**config.mk**
```make
export PLATFORM = sky130hd
export DESIGN_NAME = calc_entry_ctrl_flat
export DESIGN_NICKNAME = d
export VERILOG_FILES = /design/src/rtl/calc_entry_ctrl_if.sv /design/src/rtl/calc_entry_ctrl.sv /design/src/flat_wrapper.sv
export SDC_FILE = /design/constraint.sdc
export NUM_CORES = 1
export LEC_CHECK = 0
export CORE_MARGIN = 3
export CORE_UTILIZATION = 40
export CTS_CLUSTER_DIAMETER = 30
export CTS_CLUSTER_SIZE = 40
export DETAILED_ROUTE_END_ITERATION = 16
export PLACE_DENSITY = 0.68
export RECOVER_POWER = 50
export SYNTH_ARGS = -nofsm -noshare
export SYNTH_HDL_FRONTEND = slang
export SYNTH_SLANG_ARGS = --single-unit
export TNS_END_PERCENT = 1
```
**constraint.sdc**
```tcl
create_clock -name clk -period 2.8 [get_ports clk]
set_input_delay 0.84 -clock clk [delete_from_list [all_inputs] [get_ports clk]]
set_output_delay 0.84 -clock clk [all_outputs]
set_load 0.01 [all_outputs]
```
**src/rtl/calc_entry_ctrl_if.sv**
```systemverilog
// Keypad / calculator handshake bundle for calc_entry_ctrl.
//   master : keypad + calculator side (drives key strobe, key code, calculator result)
//   slave  : entry controller (drives operand digits, phase, operation, ready, display)
// Signal names follow the calculator datapath pin names (A1..A4, B1..B4, ST, ST_L).
interface calc_entry_ctrl_if;
  logic        key_valid;
  logic [4:0]  key_code;
  logic        key_ready;
  logic [15:0] number;
  logic [3:0]  A1, A2, A3, A4;
  logic [3:0]  B1, B2, B3, B4;
  logic [1:0]  ST;
  logic [2:0]  ST_L;
  logic [15:0] disp;

  modport master (
    output key_valid, key_code, number,
    input  key_ready, A1, A2, A3, A4, B1, B2, B3, B4, ST, ST_L, disp
  );

  modport slave (
    input  key_valid, key_code, number,
    output key_ready, A1, A2, A3, A4, B1, B2, B3, B4, ST, ST_L, disp
  );
endinterface

```
**src/rtl/calc_entry_ctrl.sv**
```systemverilog
// calc_entry_ctrl: keypad-driven sequencer for the 4-digit BCD calculator datapath.
// Collects operand A digits, an operator and operand B digits from a one-cycle key strobe,
// holds the calculator in S_OBL for one cycle, latches its result and selects the display.
//
// Ports:
//   clk     system clock, rising edge
//   rst     synchronous active-high reset
//   bus_io  calc_entry_ctrl_if.slave
//             in : key_valid, key_code[4:0], number[15:0]
//             out: A1..A4, B1..B4 (A1/B1 least significant), ST[1:0], ST_L[2:0],
//                  key_ready (combinational from ST), disp[15:0] (combinational from ST)
//
// Build option: define CALC_CHAIN_EN so an operator in S_RES chains the result into A.
module calc_entry_ctrl (
  input  logic                clk,
  input  logic                rst,
  calc_entry_ctrl_if.slave    bus_io
);

  typedef enum logic [1:0] {
    StA   = 2'd0,
    StB   = 2'd1,
    StObl = 2'd2,
    StRes = 2'd3
  } state_e;

  typedef enum logic [2:0] {
    OpAdd = 3'd0,
    OpSub = 3'd1,
    OpXor = 3'd2,
    OpAnd = 3'd3,
    OpOr  = 3'd4
  } op_e;

  localparam logic [4:0] KeyAdd = 5'h10;
  localparam logic [4:0] KeyOr  = 5'h14;
  localparam logic [4:0] KeyEq  = 5'h15;
  localparam logic [4:0] KeyClr = 5'h16;

  state_e      st_q, st_d;
  op_e         st_l_q, st_l_d;
  logic [15:0] a_q, a_d;        // {A4,A3,A2,A1}
  logic [15:0] b_q, b_d;        // {B4,B3,B2,B1}
  logic [2:0]  a_cnt_q, a_cnt_d;
  logic [2:0]  b_cnt_q, b_cnt_d;
  logic [15:0] result_q, result_d;

  logic        key_acc;
  logic        is_digit;
  logic        is_op;
  logic [3:0]  digit;
  op_e         key_op;

  // Keys are only refused while the calculator is being sampled.
  assign key_acc  = bus_io.key_valid && (st_q != StObl);
  assign is_digit = (bus_io.key_code <= 5'd9);
  assign is_op    = (bus_io.key_code >= KeyAdd) && (bus_io.key_code <= KeyOr);
  assign digit    = bus_io.key_code[3:0];
  // Operator codes 0x10..0x14 map directly onto the low three bits.
  assign key_op   = op_e'(bus_io.key_code[2:0]);

  always_comb begin
    st_d     = st_q;
    st_l_d   = st_l_q;
    a_d      = a_q;
    b_d      = b_q;
    a_cnt_d  = a_cnt_q;
    b_cnt_d  = b_cnt_q;
    result_d = result_q;

    if (st_q == StObl) begin
      // Single sample cycle; any key strobe, including CLEAR, is lost here.
      result_d = bus_io.number;
      st_d     = StRes;
    end else if (key_acc) begin
      if (bus_io.key_code == KeyClr) begin
        st_d     = StA;
        st_l_d   = OpAdd;
        a_d      = '0;
        b_d      = '0;
        a_cnt_d  = '0;
        b_cnt_d  = '0;
        result_d = '0;
      end else if (is_digit) begin
        unique case (st_q)
          StA: begin
            if (a_cnt_q != 3'd4) begin
              a_d     = {a_q[11:0], digit};
              a_cnt_d = a_cnt_q + 3'd1;
            end
          end
          StB: begin
            if (b_cnt_q != 3'd4) begin
              b_d     = {b_q[11:0], digit};
              b_cnt_d = b_cnt_q + 3'd1;
            end
          end
          StRes: begin
            // A digit after a result starts a fresh calculation.
            a_d     = {12'h000, digit};
            a_cnt_d = 3'd1;
            b_d     = '0;
            b_cnt_d = '0;
            st_l_d  = OpAdd;
            st_d    = StA;
          end
          default: ;
        endcase
      end else if (is_op) begin
        unique case (st_q)
          StA: begin
            st_l_d  = key_op;
            b_d     = '0;
            b_cnt_d = '0;
            st_d    = StB;
          end
          StB: begin
            // Operator may be changed only before any B digit is typed.
            if (b_cnt_q == 3'd0) begin
              st_l_d = key_op;
            end
          end
          StRes: begin
`ifdef CALC_CHAIN_EN
            a_d     = result_q;
            a_cnt_d = 3'd4;
            st_l_d  = key_op;
            b_d     = '0;
            b_cnt_d = '0;
            st_d    = StB;
`else
            st_d    = StRes;
`endif
          end
          default: ;
        endcase
      end else if (bus_io.key_code == KeyEq) begin
        if (st_q == StB) begin
          st_d = StObl;
        end
      end
    end
  end

  always_ff @(posedge clk) begin
    if (rst) begin
      st_q     <= StA;
      st_l_q   <= OpAdd;
      a_q      <= '0;
      b_q      <= '0;
      a_cnt_q  <= '0;
      b_cnt_q  <= '0;
      result_q <= '0;
    end else begin
      st_q     <= st_d;
      st_l_q   <= st_l_d;
      a_q      <= a_d;
      b_q      <= b_d;
      a_cnt_q  <= a_cnt_d;
      b_cnt_q  <= b_cnt_d;
      result_q <= result_d;
    end
  end

  assign bus_io.A1        = a_q[3:0];
  assign bus_io.A2        = a_q[7:4];
  assign bus_io.A3        = a_q[11:8];
  assign bus_io.A4        = a_q[15:12];
  assign bus_io.B1        = b_q[3:0];
  assign bus_io.B2        = b_q[7:4];
  assign bus_io.B3        = b_q[11:8];
  assign bus_io.B4        = b_q[15:12];
  assign bus_io.ST        = st_q;
  assign bus_io.ST_L      = st_l_q;
  assign bus_io.key_ready = (st_q != StObl);

  always_comb begin
    bus_io.disp = a_q;
    unique case (st_q)
      StA, StObl: bus_io.disp = a_q;
      StB:        bus_io.disp = b_q;
      StRes:      bus_io.disp = result_q;
      default:    bus_io.disp = a_q;
    endcase
  end

endmodule

```
**src/flat_wrapper.sv**
```systemverilog
// flat-port wrapper written by rule: the top's interface ports become plain ports
module calc_entry_ctrl_flat 
  (clk, rst, bus_io_key_valid, bus_io_key_code, bus_io_number, bus_io_key_ready, bus_io_A1, bus_io_A2, bus_io_A3, bus_io_A4, bus_io_B1, bus_io_B2, bus_io_B3, bus_io_B4, bus_io_ST, bus_io_ST_L, bus_io_disp);
  calc_entry_ctrl_if bus_io_i ();
  input  logic clk;
  input  logic rst;
  input wire logic [$bits(bus_io_i.key_valid)-1:0] bus_io_key_valid;
  input wire logic [$bits(bus_io_i.key_code)-1:0] bus_io_key_code;
  input wire logic [$bits(bus_io_i.number)-1:0] bus_io_number;
  output wire logic [$bits(bus_io_i.key_ready)-1:0] bus_io_key_ready;
  output wire logic [$bits(bus_io_i.A1)-1:0] bus_io_A1;
  output wire logic [$bits(bus_io_i.A2)-1:0] bus_io_A2;
  output wire logic [$bits(bus_io_i.A3)-1:0] bus_io_A3;
  output wire logic [$bits(bus_io_i.A4)-1:0] bus_io_A4;
  output wire logic [$bits(bus_io_i.B1)-1:0] bus_io_B1;
  output wire logic [$bits(bus_io_i.B2)-1:0] bus_io_B2;
  output wire logic [$bits(bus_io_i.B3)-1:0] bus_io_B3;
  output wire logic [$bits(bus_io_i.B4)-1:0] bus_io_B4;
  output wire logic [$bits(bus_io_i.ST)-1:0] bus_io_ST;
  output wire logic [$bits(bus_io_i.ST_L)-1:0] bus_io_ST_L;
  output wire logic [$bits(bus_io_i.disp)-1:0] bus_io_disp;
  assign bus_io_i.key_valid = bus_io_key_valid;
  assign bus_io_i.key_code = bus_io_key_code;
  assign bus_io_i.number = bus_io_number;
  assign bus_io_key_ready = bus_io_i.key_ready;
  assign bus_io_A1 = bus_io_i.A1;
  assign bus_io_A2 = bus_io_i.A2;
  assign bus_io_A3 = bus_io_i.A3;
  assign bus_io_A4 = bus_io_i.A4;
  assign bus_io_B1 = bus_io_i.B1;
  assign bus_io_B2 = bus_io_i.B2;
  assign bus_io_B3 = bus_io_i.B3;
  assign bus_io_B4 = bus_io_i.B4;
  assign bus_io_ST = bus_io_i.ST;
  assign bus_io_ST_L = bus_io_i.ST_L;
  assign bus_io_disp = bus_io_i.disp;
  calc_entry_ctrl u_core (.clk(clk), .rst(rst), .bus_io(bus_io_i));
endmodule
```
==> summary.md <==
| Metric | Value |
|---|---|
| Status | `completed` |
| Setup violators final | `0` |
| Clock buffer depth | `2` |
| Area leader, netlist | `dfxtp_1` |
| Crit. End Element | `output port` |
| Die width | `91.8 µm` |
| Synthesis Warnings | `0` |
| Synth top area share | `40.1%` |
| Vias in the first global route | `2553` |
| Slew HR | `between 40% and 50%` |
| Actual slew at the worst max-slew pin | `slightly above 800 ps` |
| Post-Syn Instances | `339` |
| Critical path class | `flop to output port` |
| H-tree lvl count | `3` |
| Remaining global-route overflow | `0` |
| Inst Count DP | `510` |
| Full die area | `8430 µm²` |
| Vias per cell | `roughly 5.3` |
| RD Place Congestion | `0.871` |
| N_diodes | `0` |
| Most used DFF post-synth | `dfxtp_1` |
| Most frequent cell after synthesis | `dfxtp_1` |
| First-pass GRT wire length | `13.3 mm` |
| Yosys reg bits | `59` |
| Setup WS pre-CTS | `68.3 ps` |
| Min Tclk post-route | `roughly 2800 ps` |
| Root buf cell | `clkbuf_8` |
| Min-delay worst type | `flop to flop` |
| Drt first-iter violations | `about 170` |
| WL met2 | `3.84 mm` |
| EDFF count, synth | `0` |
| CTS tree | `done` |
| # fillers | `approximately 670` |
| I/O Buffers | `77` |
| Avg Cell Area, Syn | `8.68 µm²` |
| CP max FO | `16` |
| DIE HEIGHT | `91.8 µm` |
| Later-pin clock latency in the skew report | `340 ps` |
| Ranking of synthesized cells by area | `dfxtp_1 40%, a22oi_1 8.2%, mux2i_1 5.8%, nor2_1 4.7%, nand2_1 4.6%` |
| Met3 WL post-DR | `366 µm` |
| Clock buffer count from CTS | `9` |
| Setup WS post-layout | `1.50 ps` |
| Max Cap Violations | `0` |
| Wire per inst | `~16 µm` |
| WL final | `approximately 8.4 mm` |
| Finished Layout Cells | `528` |
| Final max-slew violation count | `0` |
| Critical Path Slowest Stage Cell | `clkdlybuf4s50_1` |
| Final #Nets | `459` |
| Synthesized Nets | `371` |
| Layout area overhead | `41.9%` |
| Top layer in use | `met4` |
| Placement Cell Area | `3910 µm²` |
| Layout cell share with drive strength beyond 1 | `14.8%` |
| Min Hold Slack | `461 ps` |
| Largest net degree at the start of global routing | `24` |
| Number of antenna violations at the first check in global routing | `0` |
| Seq/Total Area, Yosys | `40.1%` |
| RSZ-0062 raised after global routing | `true` |
| Asr flop ratio synth | `0%` |
| Reg clk slew, reported paths | `70 ps` |
| Boundary Pins | `78` |
| Crit-path cells | `inv_1, ha_1, buf_6, a22oi_1, nand2_1, clkdlybuf4s50_1` |
| Pwr dens | `529 nW/µm²` |
| Max Fclk | `357 MHz` |
| Critical Path AT | `between 1500 and 2000 ps` |
| Post-synth cell types | `50` |
| All-Layer GR Usage | `19.9%` |
| Worst Setup Start Kind | `flop` |
| CP peak stage delay | `between 400 and 500 ps` |
| Design Area, Final | `roughly 4200 µm²` |
| Synth top cells by count | `59 x dfxtp_1, 37 x nor2_1, 36 x nand2_1` |
| HPWL Detailed | `~6.3 mm` |
| Vias | `2784` |
| Final hold viol count | `0` |
| Post-route clock period utilization | `around 100%` |
| Core area | `between 6000 and 7000 µm²` |
| Worst Path Required | `1960 ps` |
| Pre-antenna DRT Iters | `5` |
| Antenna viol nets, final | `0` |
| Mapped Area | `2940 µm²` |
| Clock Skew | `approximately 7.4 ps` |
| Row cnt | `30` |
| WL met1 | `4.05 mm` |
| Clock sink total | `59` |
| Leakage power | `1.74 nW` |
| Starting Density | `42.2%` |
| Peak VDD IR | `0.339 mV` |
| DRC Markers | `0` |
==> final timing paths <==
path,from,endpoint,slack (ps),depth (start not counted)
min reg2reg,u_core.bus_io.ST_L[2],u_core.bus_io.ST_L[2],460,1
max,u_core.bus_io.ST[1],bus_io_disp[3],2,6
min,u_core.bus_io.ST_L[2],u_core.bus_io.ST_L[2],460,1
max reg2reg,u_core.bus_io.ST[0],u_core.b_q[7],580,9
==> power by group <==
part / internal (mW) / switching (mW)
combinational: 0.201 / 0.232
clock: 0.508 / 0.366
sequential: 0.875 / 0.0267
==> state kept, by name, indices dropped and copies added (netlist names) <==
| name | cells |
|---|---|
| u_core.b_cnt_q | 3 |
| u_core.a_cnt_q | 3 |
| u_core.bus_io.ST | 2 |
| u_core.a_q | 16 |
| u_core.b_q | 16 |
| u_core.bus_io.ST_L | 3 |
| u_core.result_q | 16 |
==> final cells by class <==
type,instances,area [µm²],share of cell area (%)
multi-input combinational,245,1590,38.1
sequential,59,1180,28.4
timing repair buffer,103,1020,24.5
clock buffer,9,124,2.96
tap,96,120,2.88
clock inverter,7,100,2.40
inverter,9,33.8,0.809
==> per-layer routing <==
metal | global-route usage (%) | vias up
li1 | - | 1377
met1 | 28.5 | 1316
met2 | 29.4 | 76
met3 | 3.36 | 15
met4 | 8.42 | 0
met5 | 0 | -
==> kinds of logic after synthesis <==
logic type                 synth area share (%)
and+or+nand+nor                            22.0
AOI/OAI and AO/OA                          21.8
DFF                                        40.1
buffers and inverters                      6.54
muxes                                      5.78
adders and majority gates                  3.40
xor gates and xnor gates                  0.298
==> worst max-delay path, delay by kind of cell, from the launching register on <==
kind	cells	cell delay [ps]
AND/OR/NAND/NOR	1	90
AO/OA/AOI/OAI	1	220
flip-flops	1	370
buffers and inverters	3	720
adder cells (fa/ha/maj)	1	220
==> through the flow <==
| stage | power [mW] | setup TNS, ps | utilization [%] |
|---|---|---|---|
| final | 2.21 | 0 | 59.8 |
| after global routing | 2.30 | -301 | 59.8 |
| after CTS | 2.22 | -65.2 | 59.4 |
| after detailed placement | 1.34 | 0 | 55.9 |
| after global placement | 1.33 | 0 | 55.9 |
| after floorplan | 1.17 | 0 | - |
==> cell usage in the layout, fill, tap and decap left out, drive strengths merged, types with 3 or more instances in the layout <==
master         instances
ha                     8
nor2b                  3
dfxtp                 59
clkinv                 3
nand3                 22
o21ai                 21
buf                   26
a22oi                 32
dlygate4sd2            9
dlygate4sd3           25
dlymetal6s2s           4
a21oi                 11
nand2                 37
clkbuf                 9
nand2b                19
inv                   11
nor2                  38
mux2i                 17
clkdlybuf4s50         39
a31oi                  6
==> timing repair <==
| action | 4_1_cts | 5_1_grt |
|---|---|---|
| hold buffers | 0 | 0 |
| endpoints found under the setup margin | 16 | 7 |
| setup buffers | 0 | 2 |
| resized for setup | 16 | 6 |
(Power assumes the default switching activity.)
